$ cat src/rtl/shift_unit_pipe_if.sv
// shift_unit_pipe_if: handshake bus between the shift pipeline and its upstream/downstream
interface shift_unit_pipe_if #(
    parameter int WIDTH = 32,
    parameter int TAG_W = 5
);
    localparam int AW = $clog2(WIDTH);
    logic             in_valid;
    logic             in_ready;
    logic [WIDTH-1:0] in_data;
    logic [AW-1:0]    in_amt;
    logic [1:0]       in_mode;
    logic [TAG_W-1:0] in_tag;
    logic             out_valid;
    logic             out_ready;
    logic [WIDTH-1:0] out_data;
    logic [TAG_W-1:0] out_tag;
    logic             out_zero;
    modport master (
        output in_valid, in_data, in_amt, in_mode, in_tag, out_ready,
        input  in_ready, out_valid, out_data, out_tag, out_zero
    );
    modport slave (
        input  in_valid, in_data, in_amt, in_mode, in_tag, out_ready,
        output in_ready, out_valid, out_data, out_tag, out_zero
    );
endinterface

$ cat src/rtl/shift_unit_pipe.sv
// shift_unit_pipe: pipelined SLL/SRL/SRA/ROR with log2(WIDTH) binary sub-stages over PIPE registers
module shift_unit_pipe #(
    parameter int WIDTH = 32,
    parameter int PIPE  = 2,
    parameter int TAG_W = 5
) (
    input logic           clock,
    input logic           reset_n,
    shift_unit_pipe_if.slave bus
);
    localparam int AW = $clog2(WIDTH);

    // one binary sub-stage; the sign rides along so SRA never re-reads a partial MSB
    function automatic logic [WIDTH-1:0] shf(input logic [WIDTH-1:0] d, input int sh,
                                             input logic [1:0] m, input logic sg);
        logic [WIDTH:0] t;
        t = {m == 2'b10 ? sg : 1'b0, d};
        return m == 2'b00 ? d << sh :
               m == 2'b11 ? (d >> sh) | (d << (WIDTH - sh)) :
               WIDTH'($signed(t) >>> sh);
    endfunction

    logic w_stall;
    logic r_zero;

    for (genvar s = 0; s < PIPE; s++) begin : g_st
        logic [WIDTH-1:0] w_src;
        logic [WIDTH-1:0] w_res;
        logic [AW-1:0]    w_amt;
        logic [1:0]       w_mode;
        logic             w_sign;
        logic [TAG_W-1:0] w_tag;
        logic             w_vld;
        logic [WIDTH-1:0] r_data;
        logic [TAG_W-1:0] r_tag;
        logic             r_vld;
        if (s == 0) begin : g_in
            assign w_src  = bus.in_data;
            assign w_amt  = bus.in_amt;
            assign w_mode = bus.in_mode;
            assign w_sign = bus.in_data[WIDTH-1];
            assign w_tag  = bus.in_tag;
            assign w_vld  = bus.in_valid;
        end else begin : g_mid
            assign w_src  = g_st[s-1].r_data;
            assign w_amt  = g_st[s-1].g_ctl.r_amt;
            assign w_mode = g_st[s-1].g_ctl.r_mode;
            assign w_sign = g_st[s-1].g_ctl.r_sign;
            assign w_tag  = g_st[s-1].r_tag;
            assign w_vld  = g_st[s-1].r_vld;
        end
        // apply only the sub-stages that map onto this register stage
        always_comb begin
            w_res = w_src;
            for (int k = 0; k < AW; k++)
                if (w_amt[k] && (k * PIPE) / AW == s) w_res = shf(w_res, 1 << k, w_mode, w_sign);
        end
        // advance on no stall; payload only loads behind a valid so bubbles keep old data
        always_ff @(posedge clock or negedge reset_n) begin
            if (!reset_n) begin
                r_vld  <= 1'b0;
                r_data <= '0;
                r_tag  <= '0;
            end else if (!w_stall) begin
                r_vld <= w_vld;
                if (w_vld) begin
                    r_data <= w_res;
                    r_tag  <= w_tag;
                end
            end
        end
        if (s < PIPE - 1) begin : g_ctl
            logic [AW-1:0] r_amt;
            logic [1:0]    r_mode;
            logic          r_sign;
            // control for downstream sub-stages, not needed past the last stage
            always_ff @(posedge clock or negedge reset_n) begin
                if (!reset_n) begin
                    r_amt  <= '0;
                    r_mode <= '0;
                    r_sign <= 1'b0;
                end else if (!w_stall && w_vld) begin
                    r_amt  <= w_amt;
                    r_mode <= w_mode;
                    r_sign <= w_sign;
                end
            end
        end
    end

    assign w_stall       = g_st[PIPE-1].r_vld & ~bus.out_ready;
    assign bus.in_ready  = reset_n & ~w_stall;
    assign bus.out_valid = g_st[PIPE-1].r_vld;
    assign bus.out_data  = g_st[PIPE-1].r_data;
    assign bus.out_tag   = g_st[PIPE-1].r_tag;
    assign bus.out_zero  = r_zero;

    // zero flag registered alongside the final data so it tracks out_data exactly
    always_ff @(posedge clock or negedge reset_n) begin
        if (!reset_n) r_zero <= 1'b1;
        else if (!w_stall && g_st[PIPE-1].w_vld) r_zero <= ~|g_st[PIPE-1].w_res;
    end
endmodule
$ cat src/flat_wrapper.sv
// flat-port wrapper written by rule: the top's interface ports become plain ports
module shift_unit_pipe_flat 
#(
    parameter int WIDTH = 32,
    parameter int PIPE  = 2,
    parameter int TAG_W = 5
)
  (clock, reset_n, bus_in_valid, bus_in_data, bus_in_amt, bus_in_mode, bus_in_tag, bus_out_ready, bus_in_ready, bus_out_valid, bus_out_data, bus_out_tag, bus_out_zero);
  shift_unit_pipe_if #(.WIDTH(WIDTH), .TAG_W(TAG_W)) bus_i ();
  input logic clock;
  input logic reset_n;
  input wire logic [$bits(bus_i.in_valid)-1:0] bus_in_valid;
  input wire logic [$bits(bus_i.in_data)-1:0] bus_in_data;
  input wire logic [$bits(bus_i.in_amt)-1:0] bus_in_amt;
  input wire logic [$bits(bus_i.in_mode)-1:0] bus_in_mode;
  input wire logic [$bits(bus_i.in_tag)-1:0] bus_in_tag;
  input wire logic [$bits(bus_i.out_ready)-1:0] bus_out_ready;
  output wire logic [$bits(bus_i.in_ready)-1:0] bus_in_ready;
  output wire logic [$bits(bus_i.out_valid)-1:0] bus_out_valid;
  output wire logic [$bits(bus_i.out_data)-1:0] bus_out_data;
  output wire logic [$bits(bus_i.out_tag)-1:0] bus_out_tag;
  output wire logic [$bits(bus_i.out_zero)-1:0] bus_out_zero;
  assign bus_i.in_valid = bus_in_valid;
  assign bus_i.in_data = bus_in_data;
  assign bus_i.in_amt = bus_in_amt;
  assign bus_i.in_mode = bus_in_mode;
  assign bus_i.in_tag = bus_in_tag;
  assign bus_i.out_ready = bus_out_ready;
  assign bus_in_ready = bus_i.in_ready;
  assign bus_out_valid = bus_i.out_valid;
  assign bus_out_data = bus_i.out_data;
  assign bus_out_tag = bus_i.out_tag;
  assign bus_out_zero = bus_i.out_zero;
  shift_unit_pipe #(.WIDTH(WIDTH), .PIPE(PIPE), .TAG_W(TAG_W)) u_core (.clock(clock), .reset_n(reset_n), .bus(bus_i));
endmodule
$ cat config.mk
export PLATFORM = sky130hd
export DESIGN_NAME = shift_unit_pipe_flat
export DESIGN_NICKNAME = d
export VERILOG_FILES = /design/src/rtl/shift_unit_pipe_if.sv /design/src/rtl/shift_unit_pipe.sv /design/src/flat_wrapper.sv
export SDC_FILE = /design/constraint.sdc
export NUM_CORES = 1
export LEC_CHECK = 0
export CORE_AREA = 2 2 149 137
export CTS_BUF_LIST = sky130_fd_sc_hd__clkbuf_16
export DETAILED_ROUTE_END_ITERATION = 7
export DIE_AREA = 0 0 151 139
export PLACE_DENSITY = 0.65
export SKIP_CTS_REPAIR_TIMING = 1
export SYNTH_ARGS = -nofsm -noshare
export SYNTH_HDL_FRONTEND = slang
export SYNTH_SLANG_ARGS = --single-unit
$ cat constraint.sdc
create_clock -name clock -period 2.55 [get_ports clock]
set_clock_uncertainty 0.1 [all_clocks]
set_input_delay 0.3825 -clock clock [delete_from_list [all_inputs] [get_ports clock]]
set_output_delay 0.3825 -clock clock [all_outputs]
set_load 0.05 [all_outputs]
After elaboration in Yosys (flattened, before gate mapping). Cells that the tools add are included.

Flip-flop bits (word level): 85. Bits of input ports: 48. Output and inout bits: 40. Logic and storage cells: 49.

Equal/unequal tests: 4. Muxes and demuxes: 17. Bitwise operators: 9. Reductions and logical operators: 9.

Operator list (number): 2-to-1 mux 32 bit (15); OR 16 x 32 -> 32 bit (1); OR 24 x 32 -> 32 bit (1); OR 28 x 32 -> 32 bit (1); OR 30 x 32 -> 32 bit (1); OR 31 x 32 -> 32 bit (1); OR reduction 32 bit (1); equality test 2 bit (second input constant) (4); logical NOT 2 bit (2); AND reduction 2 bit (2); AND 1 bit (2); logical AND 1 bit (2); logical NOT 1 bit (2); 2-to-1 mux 1 bit (2); inverter 1 bit (2).

Logic depth before layout (Yosys ltp).
Word-level depth: 13. Gate-level depth with buffers: 11. Mapped depth without buffers: 7.

Worst setup path after synthesis. Ideal clock, no wire load.

Kind: input port to flip-flop. Start: in bus_in_mode[0]. End: reg u_core.g_st[0].r_data[6]. Setup time: 0.124 ns. Arrival: 2.024 ns. Slack: 0.302 ns. Stages on the path: 8. Buffers on the path: 2. Cell sequence: buf_2 > or2_1 > buf_6 > mux2_4 > mux4_2 > nor2_1 > nor3_1 > a211o_1.

Word-level cells in the longest chain between the ends: 12. Elaborated cells on any way between the ends: 13.

Ends and longest elaborated chain: from (decl) (line flat_wrapper.sv:15) `input wire logic [$bits(bus_i.in_mode)-1:0] bus_in_mode;`; equality test 2 bit (line shift_unit_pipe.sv:19) `m == 2'b11 ? (d >> sh) | (d << (WIDTH - sh)) :`; 2-to-1 mux 32 bit (line shift_unit_pipe.sv:19); 2-to-1 mux 32 bit (line shift_unit_pipe.sv:18) `return m == 2'b00 ? d << sh :`; 2-to-1 mux 32 bit (line shift_unit_pipe.sv:56) `if (w_amt[k] && (k * PIPE) / AW == s) w_res = shf(w_res, 1 << k, w_mode, w_sign);`; OR 30 x 32 -> 32 bit (line shift_unit_pipe.sv:19); 2-to-1 mux 32 bit (line shift_unit_pipe.sv:19); 2-to-1 mux 32 bit (line shift_unit_pipe.sv:18); 2-to-1 mux 32 bit (line shift_unit_pipe.sv:56); OR 28 x 32 -> 32 bit (line shift_unit_pipe.sv:19); 2-to-1 mux 32 bit (line shift_unit_pipe.sv:19); 2-to-1 mux 32 bit (line shift_unit_pipe.sv:18); 2-to-1 mux 32 bit * (line shift_unit_pipe.sv:56); to (signal assigned) (line shift_unit_pipe.sv:67) `r_data <= w_res;`; to (decl) (line shift_unit_pipe.sv:34) `logic [WIDTH-1:0] r_data;`.

Mark *: on every way between the ends. The rest lies on a longest branch, timed or not. A chain may end at the register's enable or synchronous reset.

Worst setup path in the final report.
Start: in bus_in_mode[0]. End: reg u_core.g_st[0].r_data[26].

The elaborated chain is that of the path after synthesis.

==> impl_summary.txt <==
----------------------------------------------------
[Run status]
  Outcome ... finished, violations left
  Failing checks ... hold timing

[Floorplanning]
  Die outline area ... 21000 µm²
  Number of top-level pins ... 88
  Number of core rows ... 49
  Die extent in x ... roughly 150 µm
  Initial Utilization ... 34.4%
  Area of the core ... between 15000 and 20000 µm²
  Floorplan die height ... 139 µm

[Final layout]
  Area grow syn2layout ... 30.7%
  Most frequent cells in the layout ... nand2_1 (176), buf_4 (106), nor2_1 (98), clkdlybuf4s50_1 (83), dfrtp_1 (80)
  Layout cells sized above 1 ... 17.2%
  Sequential standard cell area ... just over 2000 µm²
  Commonest non-fill, non-tap cell in the layout ... nand2_1
  Number of antenna diodes ... 0
  Area of the multi-input gates ... 4240 µm²
  Nets@finish ... roughly 1100
  Fillers ... 1982

[Timing]
  Transition time at the pin with the least slew margin ... 0.514 ns
  Post-layout minimum cycle time ... 2.47 ns
  Max-slew violation count ... 0
  Tightest slew margin relative to the limit ... between 60% and 70%
  Worst Hold Margin ... -0.0165 ns
  Worst path setup slack after routing ... 0.0824 ns
  Final Hold Vio Count ... 8
  # setup viols final ... 0
  Maximum clock rate ... 405 MHz
  Tcrit/Tclk final ... between 90% and 100%
  RSZ-0062 raised after global routing ... false

[Global route]
  Number of antenna violations at the first check in global routing ... 1
  Via count of the first global-routing pass ... 6730
  Pin count of the biggest net entering global routing ... 83
  Overflow after GRT ... 0
  Combined global-route utilization of all metal layers ... 22.0%
  First-pass GRT wire length ... around 37 mm

[Logic synthesis]
  Average size of a mapped cell ... approximately 7.6 µm²
  Post-synth EDFFs ... 0
  Post-Syn Nets ... approximately 940
  Number of synthesized register bits ... 82
  Post-synth ARST share ... 100%
  Main flop type after synthesis ... dfrtp_1
  Yosys warnings ... 0
  Number of distinct library cell variants in the gate-level netlist after synthesis ... 60
  Cell count after synthesis ... 887
  Sequential cell area fraction in the yosys report ... a little under a third
  Synthesized area ... around 6700 µm²

[Route]
  Number of design rule violations left after detail routing ... 0
  Wire length after detailed routing ... 22.9 mm
  Ratio of routed vias to standard cells ... 5.86
  DRT antenna net count ... 0
  Initial DRC count ... 878
  Routed via count ... 7448
  First-pass detailed-route iteration total ... 5
  Average routed wire per standard cell ... about 18 µm

[CTS]
  Clock transition at path regs ... ~0.06 ns
  CTS tree ... done
  Num Clock Sinks ... 82
  Worst-skew pair later-pin latency ... roughly 0.35 ns
  CTS root buffer ... clkbuf_16
  Clk buf depth ... 2
  Clock buffers created by TritonCTS ... 9
  Number of H-tree levels ... 3

[Setup path]
  Highest net fanout along the worst path ... 6
  CP Launch Type ... input port
  Crit. End Element ... register
  Data arrival time of the critical path ... 2.66 ns
  Worst reg-to-reg setup slack ... roughly 0.24 ns
  Startpoint-to-endpoint class of the critical path ... in -> reg
  Data required time of the critical path ... around 2.7 ns

[Hold path]
  Worst min-delay path category ... in -> async

[Power and ir drop]
  Leakage power ... approximately 3.6 nW
  Worst IR drop on VDD ... 481 µV
  Power density normalized to cell area ... 796 nW/µm²

[Placement]
  Weighted congestion reported at the end of routability-driven placement ... 0.908
  Final HPWL DP ... 17.1 mm
  Pre-CTS worst setup slack ... -0.205 ns
  Port Buffer Count ... 87

[Job]
  MaxCap Viol Count ... 0

----------------------------------------------------
==> state kept, by name, summed over array words and instances (netlist names) <==
signal                    flops
u_core.bus.out_data          32
u_core.g_st.r_vld             1
u_core.bus.out_tag            5
u_core.g_st.r_tag             5
u_core.bus.out_zero           1
u_core.g_st.g_ctl.r_amt       2
u_core.g_st.r_data           32
u_core.g_st.g_ctl.r_mode      2
u_core.bus.out_valid          1
u_core.g_st.g_ctl.r_sign      1
==> synthesized netlist by cell type, types with 10 or more instances <==
master	number	area, µm²
a211oi_1	18	135
a21oi_1	72	360
a311oi_1	24	210
a31oi_1	36	225
buf_1	10	37.5
buf_2	25	125
clkbuf_1	45	169
dfrtp_1	81	2030
inv_1	11	41.3
mux2_2	12	135
mux2i_1	17	170
mux4_2	18	405
nand2_1	177	664
nand3_1	14	70.1
nor2_1	98	368
nor2b_1	10	62.6
nor3_1	11	55.1
o21ai_0	73	365
o221ai_1	12	105
o22ai_1	13	81.3
==> worst max-delay path, cell delays in order <==
cell and delay [ns]:
clkdlybuf4s50_1 0.41, buf_4 0.16, buf_4 0.13, or3b_2 0.43
a31oi_1 0.32, nor2_1 0.09, a21oi_1 0.30, o21ai_0 0.13
a21oi_1 0.15, o22a_1 0.16
==> metrics by stage <==
step	power [mW]	util, %	std cells	setup TNS, ns	cell area (µm²)
after floorplan	4.17	-	887	0	6700
after global placement	5.44	43.2	1255	-3.11	8410
after detailed placement	5.48	43.2	1255	-4.11	8410
after CTS	6.98	44.9	1271	0	8760
after global routing	7.34	44.9	1271	0	8760
final	6.98	44.9	1271	0	8760
==> routing by layer <==
metal | track usage, % | part of all wire [%] | vias up
met4 | 6.49 | 1.7 | 0
met3 | 4.54 | 8.0 | 37
met1 | 31.4 | 44 | 3549
li1 | - | - | 3507
met5 | 0 | 0 | -
met2 | 33.6 | 46 | 355
==> worst paths after layout <==
kind | depth (start not counted) | to | start
max in group asynchronous | 2 | u_core.g_st[0].g_ctl.r_amt[3]$_DFFE_PN0P_ | reset_n
setup reg to reg | 8 | u_core.bus.out_zero$_DFFE_PN1P_ | u_core.g_st[0].g_ctl.r_mode[0]$_DFFE_PN0P_
setup / recovery | 10 | u_core.g_st[0].r_data[26]$_DFFE_PN0P_ | bus_in_mode[0]
hold reg to reg | 2 | u_core.g_st[0].r_tag[2]$_DFFE_PN0P_ | u_core.g_st[0].r_tag[2]$_DFFE_PN0P_
min in group clock | 2 | u_core.g_st[0].r_tag[2]$_DFFE_PN0P_ | u_core.g_st[0].r_tag[2]$_DFFE_PN0P_
hold / removal | 2 | u_core.bus.out_data[25]$_DFFE_PN0P_ | reset_n
==> where the power goes <==
part | switching, mW | internal [mW]
Sequential | 0.350 | 1.67
Combinational | 2.16 | 1.31
Clock | 0.536 | 0.954
==> cell families (layout without fill, tap and decap cells) <==
kind of cell	after synthesis	after routing	share of synthesized area (%)
xor gates and xnor gates	1	1	0.131
buffers and inverters	97	226	6.29
muxes	49	49	11.1
DFF	82	82	30.6
AOI/OAI and AO/OA	311	311	30.0
and+or+nand+nor	347	347	21.9
==> final cells by class <==
cell class / count / area share, %
timing repair buffer: 197 / 20.1
clock buffer: 9 / 2.57
inverter: 13 / 0.557
multi-input combinational: 708 / 48.4
clock inverter: 7 / 1.34
sequential: 82 / 23.5
tap: 255 / 3.64
(Power assumes the default switching activity.)
